### config.mk
export PLATFORM = sky130hd
export DESIGN_NAME = ram_burst_reader_flat
export DESIGN_NICKNAME = d
export VERILOG_FILES = /design/src/rtl/ram_burst_reader_if.sv /design/src/rtl/ram_burst_reader.sv /design/src/flat_wrapper.sv
export SDC_FILE = /design/constraint.sdc
export NUM_CORES = 1
export LEC_CHECK = 0
export ABC_AREA = 1
export CORE_MARGIN = 2
export CORE_UTILIZATION = 23
export DETAILED_ROUTE_END_ITERATION = 6
export GPL_TIMING_DRIVEN = 0
export SLEW_MARGIN = 40
export SYNTH_ARGS = -nofsm -noshare
export SYNTH_HDL_FRONTEND = slang
export SYNTH_SLANG_ARGS = --single-unit
### constraint.sdc
create_clock -name clk -period 2.5 [get_ports clk]
set_clock_uncertainty 0.05 [all_clocks]
set_input_delay 0.375 -clock clk [delete_from_list [all_inputs] [get_ports clk]]
set_output_delay 0.375 -clock clk [all_outputs]
set_load 0.03 [all_outputs]
### src/rtl/ram_burst_reader_if.sv
// Write port, burst request and streamed-word handshake of the burst reader.
// master drives writes/requests and out_ready; slave is the RAM/reader side.
interface ram_burst_reader_if #(
   parameter int DATA_W = 8,
   parameter int ADDR_W = 4
);
   logic              wr_en;
   logic [ADDR_W-1:0] wr_addr;
   logic [DATA_W-1:0] wr_data;
   logic              rd_start;
   logic [ADDR_W-1:0] rd_base;
   logic [ADDR_W:0]   rd_len;
   logic              rd_busy;
   logic              out_valid;
   logic              out_ready;
   logic [DATA_W-1:0] out_data;
   logic [ADDR_W-1:0] out_addr;
   logic              out_last;
   logic              rd_done;

   modport master (
      output wr_en, wr_addr, wr_data, rd_start, rd_base, rd_len, out_ready,
      input  rd_busy, out_valid, out_data, out_addr, out_last, rd_done
   );

   modport slave (
      input  wr_en, wr_addr, wr_data, rd_start, rd_base, rd_len, out_ready,
      output rd_busy, out_valid, out_data, out_addr, out_last, rd_done
   );
endinterface

### src/rtl/ram_burst_reader.sv
// Register RAM with a burst streamer; first word valid 1 cycle after an accepted start.
// out_ready low stalls the burst with data/addr/last held; 1 word/cycle when ready stays high.
module ram_burst_reader #(
   parameter int DATA_W = 8,
   parameter int ADDR_W = 4
) (
   input logic               clk,
   input logic               rst_n,
   ram_burst_reader_if.slave bus
);
   localparam int DEPTH = 2**ADDR_W;
   localparam logic [ADDR_W:0]   DEPTH_LEN = (ADDR_W+1)'(DEPTH);
   localparam logic [ADDR_W:0]   CNT_ONE   = (ADDR_W+1)'(1);
   localparam logic [ADDR_W:0]   CNT_TWO   = (ADDR_W+1)'(2);
   localparam logic [ADDR_W-1:0] ADDR_ONE  = ADDR_W'(1);

   typedef enum logic [1:0] {IDLE, SEND, DONE} state_t;

   state_t            state, state_n;
   logic [DATA_W-1:0] mem [DEPTH];
   logic [ADDR_W:0]   cnt, cnt_n, start_len;
   logic [DATA_W-1:0] data_q, data_n;
   logic [ADDR_W-1:0] addr_q, addr_n, load_addr;
   logic              valid_q, valid_n;
   logic              last_q, last_n;
   logic              busy_q, busy_n;
   logic              done_q, done_n;
   logic              load;

   // Oversized requests are clamped so no word is streamed twice.
   assign start_len = (bus.rd_len > DEPTH_LEN) ? DEPTH_LEN : bus.rd_len;

   always_comb begin
      state_n   = state;
      cnt_n     = cnt;
      valid_n   = valid_q;
      last_n    = last_q;
      busy_n    = busy_q;
      done_n    = done_q;
      load      = 1'b0;
      load_addr = addr_q;
      case (state)
         IDLE: begin
            if (bus.rd_start && (bus.rd_len != '0)) begin
               load      = 1'b1;
               load_addr = bus.rd_base;
               cnt_n     = start_len;
               last_n    = (start_len == CNT_ONE);
               valid_n   = 1'b1;
               busy_n    = 1'b1;
               state_n   = SEND;
            end
         end
         SEND: begin
            if (valid_q && bus.out_ready) begin
               if (cnt > CNT_ONE) begin
                  load      = 1'b1;
                  load_addr = addr_q + ADDR_ONE;
                  cnt_n     = cnt - CNT_ONE;
                  last_n    = (cnt == CNT_TWO);
               end else begin
                  valid_n = 1'b0;
                  last_n  = 1'b0;
                  busy_n  = 1'b0;
                  done_n  = 1'b1;
                  state_n = DONE;
               end
            end
         end
         DONE: begin
            done_n  = 1'b0;
            state_n = IDLE;
         end
         default: state_n = IDLE;
      endcase

      // A write landing on the word being loaded this edge is forwarded.
      addr_n = addr_q;
      data_n = data_q;
      if (load) begin
         addr_n = load_addr;
         data_n = (bus.wr_en && (bus.wr_addr == load_addr)) ? bus.wr_data : mem[load_addr];
      end
   end

   always_ff @(posedge clk or negedge rst_n) begin
      if (!rst_n) begin
         state   <= IDLE;
         cnt     <= '0;
         data_q  <= '0;
         addr_q  <= '0;
         valid_q <= 1'b0;
         last_q  <= 1'b0;
         busy_q  <= 1'b0;
         done_q  <= 1'b0;
      end else begin
         state   <= state_n;
         cnt     <= cnt_n;
         data_q  <= data_n;
         addr_q  <= addr_n;
         valid_q <= valid_n;
         last_q  <= last_n;
         busy_q  <= busy_n;
         done_q  <= done_n;
      end
   end

   always_ff @(posedge clk or negedge rst_n) begin
      if (!rst_n) begin
         for (int i = 0; i < DEPTH; i++) mem[i] <= '0;
      end else if (bus.wr_en) begin
         mem[bus.wr_addr] <= bus.wr_data;
      end
   end

   assign bus.out_valid = valid_q;
   assign bus.out_data  = data_q;
   assign bus.out_addr  = addr_q;
   assign bus.out_last  = last_q;
   assign bus.rd_busy   = busy_q;
   assign bus.rd_done   = done_q;
endmodule

### src/flat_wrapper.sv
// flat-port wrapper written by rule: the top's interface ports become plain ports
module ram_burst_reader_flat 
#(
   parameter int DATA_W = 8,
   parameter int ADDR_W = 4
)
  (clk, rst_n, bus_wr_en, bus_wr_addr, bus_wr_data, bus_rd_start, bus_rd_base, bus_rd_len, bus_out_ready, bus_rd_busy, bus_out_valid, bus_out_data, bus_out_addr, bus_out_last, bus_rd_done);
  ram_burst_reader_if #(.DATA_W(DATA_W), .ADDR_W(ADDR_W)) bus_i ();
  input logic clk;
  input logic rst_n;
  input wire logic [$bits(bus_i.wr_en)-1:0] bus_wr_en;
  input wire logic [$bits(bus_i.wr_addr)-1:0] bus_wr_addr;
  input wire logic [$bits(bus_i.wr_data)-1:0] bus_wr_data;
  input wire logic [$bits(bus_i.rd_start)-1:0] bus_rd_start;
  input wire logic [$bits(bus_i.rd_base)-1:0] bus_rd_base;
  input wire logic [$bits(bus_i.rd_len)-1:0] bus_rd_len;
  input wire logic [$bits(bus_i.out_ready)-1:0] bus_out_ready;
  output wire logic [$bits(bus_i.rd_busy)-1:0] bus_rd_busy;
  output wire logic [$bits(bus_i.out_valid)-1:0] bus_out_valid;
  output wire logic [$bits(bus_i.out_data)-1:0] bus_out_data;
  output wire logic [$bits(bus_i.out_addr)-1:0] bus_out_addr;
  output wire logic [$bits(bus_i.out_last)-1:0] bus_out_last;
  output wire logic [$bits(bus_i.rd_done)-1:0] bus_rd_done;
  assign bus_i.wr_en = bus_wr_en;
  assign bus_i.wr_addr = bus_wr_addr;
  assign bus_i.wr_data = bus_wr_data;
  assign bus_i.rd_start = bus_rd_start;
  assign bus_i.rd_base = bus_rd_base;
  assign bus_i.rd_len = bus_rd_len;
  assign bus_i.out_ready = bus_out_ready;
  assign bus_rd_busy = bus_i.rd_busy;
  assign bus_out_valid = bus_i.out_valid;
  assign bus_out_data = bus_i.out_data;
  assign bus_out_addr = bus_i.out_addr;
  assign bus_out_last = bus_i.out_last;
  assign bus_rd_done = bus_i.rd_done;
  ram_burst_reader #(.DATA_W(DATA_W), .ADDR_W(ADDR_W)) u_core (.clk(clk), .rst_n(rst_n), .bus(bus_i));
endmodule
# --- Yosys cells after proc, flatten, opt, wreduce, memory -nomap -nowiden ---
# Index checks and enable logic that the tools add are counted.
word_totals:
  ff_bits: 150
  latchBits: 0
  ramBits: 0
  mem_bits_ro: 0
  in_bits: 26
  wordCells: 89
  mem_count: 0
op_classes:
  add_sub_neg: 2
  n_mul: 0
  div_mod_pow: 0
  order_cmp: 5
  eq_ne: 9
  n_shift: 0
  mux: 35
  bitwise: 2
  n_reduce_logical: 13
op_table:
  columns: ["operator", "count"]
  rows:
  - ["bitwise mux 128 bit", 1]
  - ["binary-select mux 8 bit (select 4 bit)", 1]
  - ["demux 8 bit (select 4 bit)", 1]
  - ["2-to-1 mux 8 bit", 4]
  - ["2-to-1 mux 5 bit", 4]
  - ["2-to-1 mux 4 bit", 3]
  - ["2-to-1 mux 1 bit", 11]
  - [">= comparator 5 bit (second input constant)", 2]
  - ["NOT 4 -> 5 bit", 2]
  - ["one-hot mux 5 bit (2 select lines)", 1]
  - ["AND reduction 3 bit", 3]
  - ["one-hot mux 1 bit (2 select lines)", 4]
  - ["one-hot mux 4 bit (2 select lines)", 1]
  - ["AND reduction 4 bit", 2]
  - ["2-to-1 mux 2 bit", 3]
  - ["!= test 2 x 1 -> 1 bit (second input constant)", 3]
  - ["== test 5 x 1 -> 1 bit (second input constant)", 1]
  - ["== test 5 x 2 -> 1 bit (second input constant)", 1]
  - ["> comparator 5 x 1 -> 1 bit (second input constant)", 1]
  - ["> comparator 5 bit (second input constant)", 1]
  - ["less-than comparator 5 x 1 -> 1 bit (second input constant)", 1]
  - ["nonzero test 5 bit", 1]
  - ["subtractor 5 x 1 -> 5 bit (second input constant)", 1]
  - ["adder 4 x 1 -> 4 bit (second input constant)", 1]
  - ["other kinds (8)", 12]

# --- Depth between registers and ports, before layout ---
# Gate-level depths: netlist of run 1.
logic_depth:
  ltp_word: 9
  depth_mapped: 19
  depth_no_buf: 19

# --- Least setup slack after synthesis of run 1 ---
# Ideal clock, no wire load.
synth_timing:
  path_kind: "register to register"
  start: "reg u_core.valid_q, in the netlist u_core.bus.out_valid"
  end: "reg u_core.data_q[5], in the netlist u_core.bus.out_data[5]"
  arrival_time_ns: 1.922
  setup_slack_ns: 0.412
  path_stages_with_launch: 15
  n_path_buf: 1
  synth_period_minus_slack_ns: 2.088
  cell_sequence: "dfrtp_1 nand2_1 inv_2 nor2_1 nor2_2 nand3_4 o21ai_2 nand2_4 inv_2 buf_2 nand3_1 nand3_1 nand3_1 nand2_1 nand2_1"
synth_via:
  elab_chain_len: 8
synth_lines:
  columns: ["element", "line_no", "rtl"]
  rows:
  - ["from (decl)", "ram_burst_reader.sv:24", "logic valid_q, valid_n;"]
  - ["from (signal assigned)", "ram_burst_reader.sv:101", "valid_q <= valid_n;"]
  - ["logical AND 1 bit *", "ram_burst_reader.sv:55", "if (valid_q && bus.out_ready) begin"]
  - ["2-to-1 mux 4 bit", "ram_burst_reader.sv:55", null]
  - ["one-hot mux 4 bit (2 select lines)", "ram_burst_reader.sv:42", "case (state)"]
  - ["NOT 4 -> 5 bit (not written as such)", "ram_burst_reader.sv:82", "data_n = (bus.wr_en && (bus.wr_addr == load_addr)) ? bus.wr_data : mem[load_addr];"]
  - ["binary-select mux 8 bit (select 4 bit)", "ram_burst_reader.sv:82", null]
  - ["2-to-1 mux 8 bit (not written as such) (2 in a row)", "ram_burst_reader.sv:82", null]
  - ["2-to-1 mux 8 bit", "ram_burst_reader.sv:82", null]
  - ["to (signal assigned)", "ram_burst_reader.sv:99", "data_q <= data_n;"]
  - ["to (decl)", "ram_burst_reader.sv:22", "logic [DATA_W-1:0] data_q, data_n;"]
# Mark *: on every way between the ends. The rest lies on a longest branch, timed or not. The select of a mux whose other input is x is not followed.
# A chain may end at the register's enable or synchronous reset.

# --- Final worst setup path of run 1 ---
layout_timing:
  start: "reg u_core.state[1]"
  end: "reg u_core.data_q[3], in the netlist u_core.bus.out_data[3]"
layout_via:
  elab_chain_len: 7
layout_lines:
  columns: ["element", "line_no", "rtl"]
  rows:
  - ["from (decl)", "ram_burst_reader.sv:19", "state_t state, state_n;"]
  - ["from (signal assigned)", "ram_burst_reader.sv:97", "state <= state_n;"]
  - ["== test 2 x 1 -> 1 bit / zero test 2 bit (equally long branches)", "ram_burst_reader.sv:42", null]
  - ["one-hot mux 4 bit (2 select lines)", "ram_burst_reader.sv:42", null]
  - ["NOT 4 -> 5 bit (not written as such)", "ram_burst_reader.sv:82", null]
  - ["binary-select mux 8 bit (select 4 bit)", "ram_burst_reader.sv:82", null]
  - ["2-to-1 mux 8 bit (not written as such) (2 in a row)", "ram_burst_reader.sv:82", null]
  - ["2-to-1 mux 8 bit", "ram_burst_reader.sv:82", null]
# Several ways; a longest one is shown, not always the timed one. The select of a mux whose other input is x is not followed.

==> results by group, run 1 <==
GRT
  • Overflow after GRT: 0
  • Antenna violations before repair: 0
  • Vias in the first global route: 6764
  • First-pass GRT wire length: approximately 38 mm
  • Largest net degree at the start of global routing: 59
  • All-Layer GR Usage: a little over an eighth

Critical path
  • Max stage delay cell, worst path: dfrtp_1
  • Critical path data arrival time: around 2.7 ns
  • Crit Path Class: flip-flop to flip-flop
  • Crit start category: flip-flop
  • Critical path peak fanout: 10
  • Critical Path End Type: flip-flop
  • Worst R2R Setup Slack: around 0.12 ns
  • Cell mode on critical path: nand3_1
  • Max stage delay on crit path: about 0.4 ns
  • Crit-path cells: inv_2 > ha_4 > nor2_2 > nor2_2 > nand3_4 > nand2_4 > buf_6 > buf_6 > nand3_1 > nand3_1 > nand3_1 > nand3_1 > nand3_1 > nand2_1 > nand2_1
  • Worst EP required: around 2.8 ns

Finish
  • N_diodes: 0
  • Most frequent cells in the layout: 274 x nand2_1, 155 x nand3_1, 150 x dfrtp_1, 137 x o21ai_0, 118 x inv_1
  • Area Growth Syn to Fin: 24.8%
  • Nets: about 1.1k
  • Non-Filler Instances: ~1.5k
  • Commonest non-fill, non-tap cell in the layout: nand2_1
  • Share of cells above drive strength 1: 11.4%

Floorplan
  • Total Die Area: 0.0354 sq mm
  • Die height: approximately 190 um
  • Core Area: approximately 0.033 sq mm
  • Row cnt: 67
  • Chip width: roughly 190 um
  • Initial core utilization: approximately a quarter
  • I/O pin count: 42

Routing
  • # DRC: 0
  • Vias per cell: between 4 and 5
  • Via count: around 7.0k
  • DRT antenna net count: 0
  • Routed wire per std cell: roughly 16 um
  • First-pass iteration count of the detailed router: 6
  • Routed WL: approximately 24 mm
  • Initial drt markers: approximately 740

Logic synthesis
  • Netlist Area Pre-Place: about 0.008 sq mm
  • Avg Inst Size Synth: roughly 7.7 sq um
  • Cell count after synthesis: between 1k and 1.5k
  • Synthesized Nets: 1048
  • Xor/xnor cell area share of the yosys netlist: less than 1%
  • Synth warn: 0
  • Yosys cell types: 32
  • Ys flop type: dfrtp_1
  • Async SR Flop Fraction: 100%
  • Compound-gate portion of the synthesized area: 9.87%
  • Register area share after synthesis: 48.2%
  • Synth Register Bits: 150
  • Mux cell area share after synthesis: less than 1%
  • Post-synthesis simple-gate area fraction: 30.5%
  • Synth Area in Adders: 1.12%
  • Largest family of logic cells by synthesized area: simple AND/OR/NAND/NOR gates
  • Post-synth EDFFs: 0

Clock network
  • Reg clk slew, reported paths: 0.07 ns
  • Num CTS Buffers: 17
  • H-tree depth: 4
  • CTS tree: done
  • Clock sinks: 150
  • Skew-Pair Late Insertion Delay: ~0.43 ns
  • Clock buffer depth: 2
  • CTS root buf: clkbuf_16

Pwr
  • Worst vdd ir: ~0.0006 V
  • Combinational power share: between 40% and 50%
  • Final Power: between 10000 and 15000 uW
  • Int Pwr: approximately 6800 uW
  • Flop pwr share: between 20% and 30%
  • Clock network power share: 22.0%
  • Net Sw Frac: 43.5%
  • Switching power: 5230 uW
  • P_leak: between 0.004 and 0.005 uW
  • PD cells: between 1000 and 1500 mW/mm^2

Timing
  • Worst slew pin tran: roughly 0.81 ns
  • Tmin final: around 2.4 ns
  • Slew Limit Fails: 0
  • Endpoints failing setup: 0
  • Fmax: roughly 0.42 GHz
  • Setup WS post-layout: ~0.12 ns
  • Relative slew slack: roughly 46%
  • RSZ-0062 raised after global routing: true
  • Period utilization: between 90% and 100%
  • Hold Vio Cnt, Final: 0

Run status
  • Outcome: complete, no violations

Run
  • Max Cap Violations: 0

Placement
  • DP Worst Slack: -0.490 ns
  • PortBufs: slightly above 40
  • Placed insts: around 1.5k
  • Placer Congestion: between 0.9 and 1
  • Dpl hpwl: ~17 mm

Worst hold path
  • Worst hold path type: input port to async pin
## cells by family (layout without fill, tap and decap cells)
group / count (synthesis) / in the layout
flops: 150 / 150
xor+xnor: 2 / 2
simple gates: 514 / 515
fa+ha+maj: 7 / 7
buf+inv: 191 / 274
compound gates: 150 / 150
mux: 1 / 1
## cell usage after synthesis, types with 2 or more instances
master | count | area share (%)
ha_1 | 7 | 1.1
nand2_1 | 276 | 13
dfrtp_1 | 150 | 48
nor2_1 | 14 | 0.67
a21oi_1 | 3 | 0.19
o21ai_1 | 3 | 0.19
nand3_2 | 2 | 0.26
inv_2 | 13 | 0.63
nand3_1 | 160 | 10
o31ai_1 | 2 | 0.19
buf_2 | 23 | 1.5
nand3b_1 | 41 | 3.9
o21ai_0 | 137 | 8.8
clkbuf_1 | 24 | 1.2
inv_1 | 121 | 5.8
nor3_1 | 4 | 0.26
nand4_1 | 4 | 0.32
nor2_4 | 3 | 0.43
nand2_2 | 5 | 0.40
buf_4 | 9 | 0.87
nor2_2 | 2 | 0.16
o22ai_1 | 2 | 0.16
## layout make-up
type | instances | area [sq um]
Timing Repair Buffer | 51 | 558
Sequential cell | 150 | 3750
Clock inverter | 13 | 148
Multi-Input combinational cell | 675 | 3390
Fill cell | 3555 | 23700
Buffer | 56 | 360
Tap cell | 448 | 561
Inverter | 135 | 509
Clock buffer | 19 | 453
## worst paths after layout
kind,startpoint,endpoint,cells after the start
hold / removal,rst_n,u_core.cnt[0],2
max in group asynchronous,rst_n,u_core.mem[112],4
setup / recovery,u_core.state[1],u_core.bus.out_data[3],15
setup reg to reg,u_core.state[1],u_core.bus.out_data[3],15
min in group clk,u_core.mem[125],u_core.mem[125],2
hold reg to reg,u_core.mem[125],u_core.mem[125],2
## metal layers
metal | up-vias | track usage (%) | wire [um]
met3 | 45 | 2.96 | 1480
met4 | 0 | 4.63 | 692
met1 | 3344 | 18.6 | 11200
met5 | - | 0 | 0
met2 | 230 | 21.7 | 10800
li1 | 3413 | - | -
## timing repair
action / CTS / global route
setup endpoints to repair: 8 / 30
pin swaps: 2 / 5
gates resized for setup: 18 / 44
endpoints found under the hold margin: 42 / 0
setup buffers: 3 / 4
hold buffers: 1 / 0
cloned: 0 / 1
## power groups by stage
stage / sequential (uW) / clock [uW] / combinational [uW]
CTS: 3360 / 2670 / 5620
finish: 3380 / 2640 / 5990
floorplan: 3530 / 0 / 3490
global route: 3450 / 2780 / 6560
detailed placement: 3400 / 0 / 5390
global placement: 3390 / 0 / 5330
## registers in the layout, summed over array words and instances (netlist names)
register              count
u_core.bus.out_last       1
u_core.cnt                5
u_core.bus.out_valid      1
u_core.mem              128
u_core.bus.out_data       8
u_core.bus.rd_done        1
u_core.state              2
u_core.bus.out_addr       4
## critical path: cells and delay by family, from the launching register on
family | cells | cell delay [ns]
simple gates | 11 | 1.20
fa+ha+maj | 1 | 0.18
flops | 1 | 0.40
buf+inv | 3 | 0.43
## per-stage QoR
stage / setup TNS, ns / area [sq um] / hold slack, ns / utilization, %
after floorplan: 0 / 7790 / 0.0294 / -
after global placement: -815.44 / 8760 / 0.408 / 26.2
after detailed placement: -17.18 / 8830 / 0.233 / 26.4
after CTS: 0 / 9540 / 0.382 / 28.5
after global routing: -0.0605 / 9730 / 0.399 / 29.1
final: 0 / 9730 / 0.365 / 29.1
No activity file was read; power rests on OpenSTA's default activity.
==> run 2: changes to the inputs <==
--- a/config.mk
+++ b/config.mk
@@ -8,6 +8,7 @@
 export ABC_AREA = 1
 export CORE_MARGIN = 2
 export CORE_UTILIZATION = 23
+export CTS_CLUSTER_DIAMETER = 200
 export DETAILED_ROUTE_END_ITERATION = 6
 export GPL_TIMING_DRIVEN = 0
 export SLEW_MARGIN = 40
==> results of run 2 <==
Final layout, timing and power as in run 1 (identical DEF).
==> run 3: changes to the inputs <==
==> constraint.sdc (replaced) <==
create_clock -name clk -period 2.5 [get_ports clk]
set_clock_uncertainty 0.05 [all_clocks]
set_input_delay 0.5 -clock clk [delete_from_list [all_inputs] [get_ports clk]]
set_output_delay 0.5 -clock clk [all_outputs]
set_load 0.03 [all_outputs]
==> run 3 against run 2 <==
Sequential cell count unchanged. Routed wire length up 0.57%. Register-to-register slack worse by 0.05 ns. Maximum frequency down 2.1%. Setup slack worse by 0.050 ns. Combinational power up 4.0%. Largest power group unchanged. Worst hold slack better by 0.061 ns.
==> results by group, run 3 (synthesized netlist as in run 1, its figures left out) <==
Run status
  • Outcome: complete, no violations

Placement
  • Dpl hpwl: 17.2 mm (unchanged)
  • Dpl cell area: 0.00883 sq mm (unchanged)
  • PortBufs: 41 (unchanged)
  • Placer Congestion: 0.907 (unchanged)

Critical path
  • Critical Path End Type: flip-flop
  • Critical path peak fanout: 6 (-4)
  • Critical path data arrival time: 2.76 ns (+0.10 ns)
  • Crit start category: flip-flop
  • Crit Path Class: flip-flop to flip-flop
  • Worst EP required: 2.83 ns (+0.05 ns)

Routing
  • Via count: 7062 (+0.43%)
  • First-pass iteration count of the detailed router: 5 (-1)
  • DRT antenna net count: 0 (unchanged)
  • Routed WL: 24.3 mm (+0.57%)
  • Initial drt markers: 692 (-5.9%)
  • Routed wire per std cell: 15.7 um (+0.38%)
  • # DRC: 0 (unchanged)
  • Vias per cell: 4.56 (+0.23%)

Clock network
  • Clock buffer depth: 2 (unchanged)
  • Num CTS Buffers: 17 (unchanged)
  • H-tree depth: 4 (unchanged)
  • Reg clk slew, reported paths: 0.07 ns (about the same)
  • Skew-Pair Late Insertion Delay: 0.43 ns (about the same)
  • Clock sinks: 150 (unchanged)
  • CTS tree: done
  • CTS root buf: clkbuf_16

Timing
  • Setup TNS: 0 ns (unchanged)
  • Worst slew pin tran: 0.804 ns (-0.00392 ns)
  • RSZ-0062 raised after global routing: true
  • Period utilization: 97.1% (+2.0 points)
  • Fmax: 0.412 GHz (-2.1%)
  • Slew Limit Fails: 0 (unchanged)
  • Hold Vio Cnt, Final: 0 (unchanged)
  • Tmin final: 2.43 ns (+0.0502 ns)
  • Endpoints failing setup: 0 (unchanged)
  • Relative slew slack: 46.4% (+0.26 points)

Floorplan
  • Row cnt: 67 (unchanged)
  • I/O pin count: 42 (unchanged)
  • Die height: 188 um (unchanged)
  • Total Die Area: 0.0354 sq mm (unchanged)
  • Initial core utilization: 23.3% (unchanged)
  • Core Area: 0.0334 sq mm (unchanged)
  • Chip width: 188 um (unchanged)

Finish
  • Largest register by flop count: u_core.mem
  • Area Growth Syn to Fin: 26.6%
  • N_diodes: 0 (unchanged)
  • Finished Cell Area: 0.00986 sq mm (+1.4%)
  • Fill count: 3537 (-0.51%)
  • Max reg flops: 128 (unchanged)
  • Nets: 1122 (+0.27%)
  • Share of cells above drive strength 1: 12.9% (+1.5 points)
  • Commonest non-fill, non-tap cell in the layout: nand2_1
  • Most frequent cells in the layout: 268 x nand2_1, 150 x dfrtp_1, 147 x nand3_1, 137 x o21ai_0, 118 x inv_1

Worst hold path
  • Worst hold path type: flip-flop to flip-flop

GRT
  • Largest net degree at the start of global routing: 59 (unchanged)
  • First-pass GRT wire length: 37.8 mm (about the same)
  • Vias in the first global route: 6770 (+0.089%)
  • Overflow after GRT: 0 (unchanged)
  • All-Layer GR Usage: 13.7% (about the same)
  • Antenna violations before repair: 0 (unchanged)

Pwr
  • Worst vdd ir: 0.000606 V (+0.71%)
  • PD cells: 1240 mW/mm^2 (+0.65%)
  • P_leak: 0.00467 uW (+1.6%)

Run
  • Max Cap Violations: 0 (unchanged)
[run 3: changes by cell type in the layout (fill, tap and decap cells not counted), moves of 2 or more]
cell             delta
buf_4               -2
buf_6               +2
clkdlybuf4s50_1     -2
dlymetal6s2s_1      +2
nand2_1             -6
nand2_2             +4
nand2_4             +2
nand3_1             -8
nand3_2             +7
[run 3: worst paths after layout]
check / from / end / slack [ns] / depth (start not counted)
setup reg to reg: u_core.state[1] / u_core.bus.out_data[7] / 0.07 / 17
hold / removal: u_core.mem[90] / u_core.mem[90] / 0.43 / 2
setup / recovery: u_core.state[1] / u_core.bus.out_data[7] / 0.07 / 17
hold reg to reg: u_core.mem[90] / u_core.mem[90] / 0.43 / 2
max in group asynchronous: rst_n / u_core.mem[112] / 1.01 / 4
min in group asynchronous: rst_n / u_core.cnt[0] / 0.49 / 2
[run 3: power breakdown]
part,total [uW],switching [uW],internal (uW)
Sequential,3380,355,3020
Clock,2650,1110,1540
Combinational,6230,3860,2370
[run 3: critical path: stages (launching register included)]
cell and delay, ns:
dfrtp_1 0.37, inv_2 0.08, ha_4 0.17, inv_2 0.11
nor2_2 0.06, nor2_2 0.12, nand3_4 0.16, nand2_4 0.14
nand2_4 0.07, buf_4 0.15, clkbuf_16 0.14, nand2_1 0.05
nand3_1 0.10, nand3_1 0.19, nand3_1 0.14, nand3_1 0.12
nand2_2 0.07, nand2_1 0.06
[run 3: through the flow]
stage / cells / power [uW] / worst slack (ns) / hold WS [ns] / util, %
2_1_floorplan: 1015 / 7020 / 0.412 / 0.154 / -
3_3_place_gp: 1504 / 8720 / -5.35 / 0.408 / 26.2
3_5_place_dp: 1506 / 8790 / -0.615 / 0.358 / 26.4
4_1_cts: 1542 / 11700 / 0.0123 / 0.430 / 28.5
5_1_grt: 1550 / 13000 / -0.0303 / 0.446 / 29.5
6_report: 1550 / 12300 / 0.0714 / 0.426 / 29.5
[run 3: per-layer routing]
layer | routed length [um] | vias to the layer above | global-route usage, %
met3 | 1580 | 47 | 2.96
met4 | 651 | 0 | 4.63
met2 | 11000 | 229 | 21.7
li1 | - | 3416 | -
met1 | 11100 | 3370 | 18.5
met5 | 0 | - | 0
[run 3: what timing repair did]
action / CTS / global route
endpoints found under the setup margin: 31 / 8
pin swaps: 2 / 17
cloned: 0 / 2
setup buffers: 3 / 6
hold endpoints to repair: 42 / 0
resized for setup: 19 / 65
hold buffers: 1 / 0
[run 3: area by class of cell]
| class | instances | area [sq um] | share of cell area (%) |
|---|---|---|---|
| Clock buffer | 19 | 453 | 4.59 |
| Multi-Input combinational cell | 675 | 3460 | 35.1 |
| Clock inverter | 13 | 148 | 1.50 |
| Inverter | 135 | 507 | 5.14 |
| Timing Repair Buffer | 54 | 603 | 6.11 |
| Tap cell | 448 | 561 | 5.68 |
| Sequential cell | 150 | 3750 | 38.1 |
| Buffer | 56 | 380 | 3.86 |
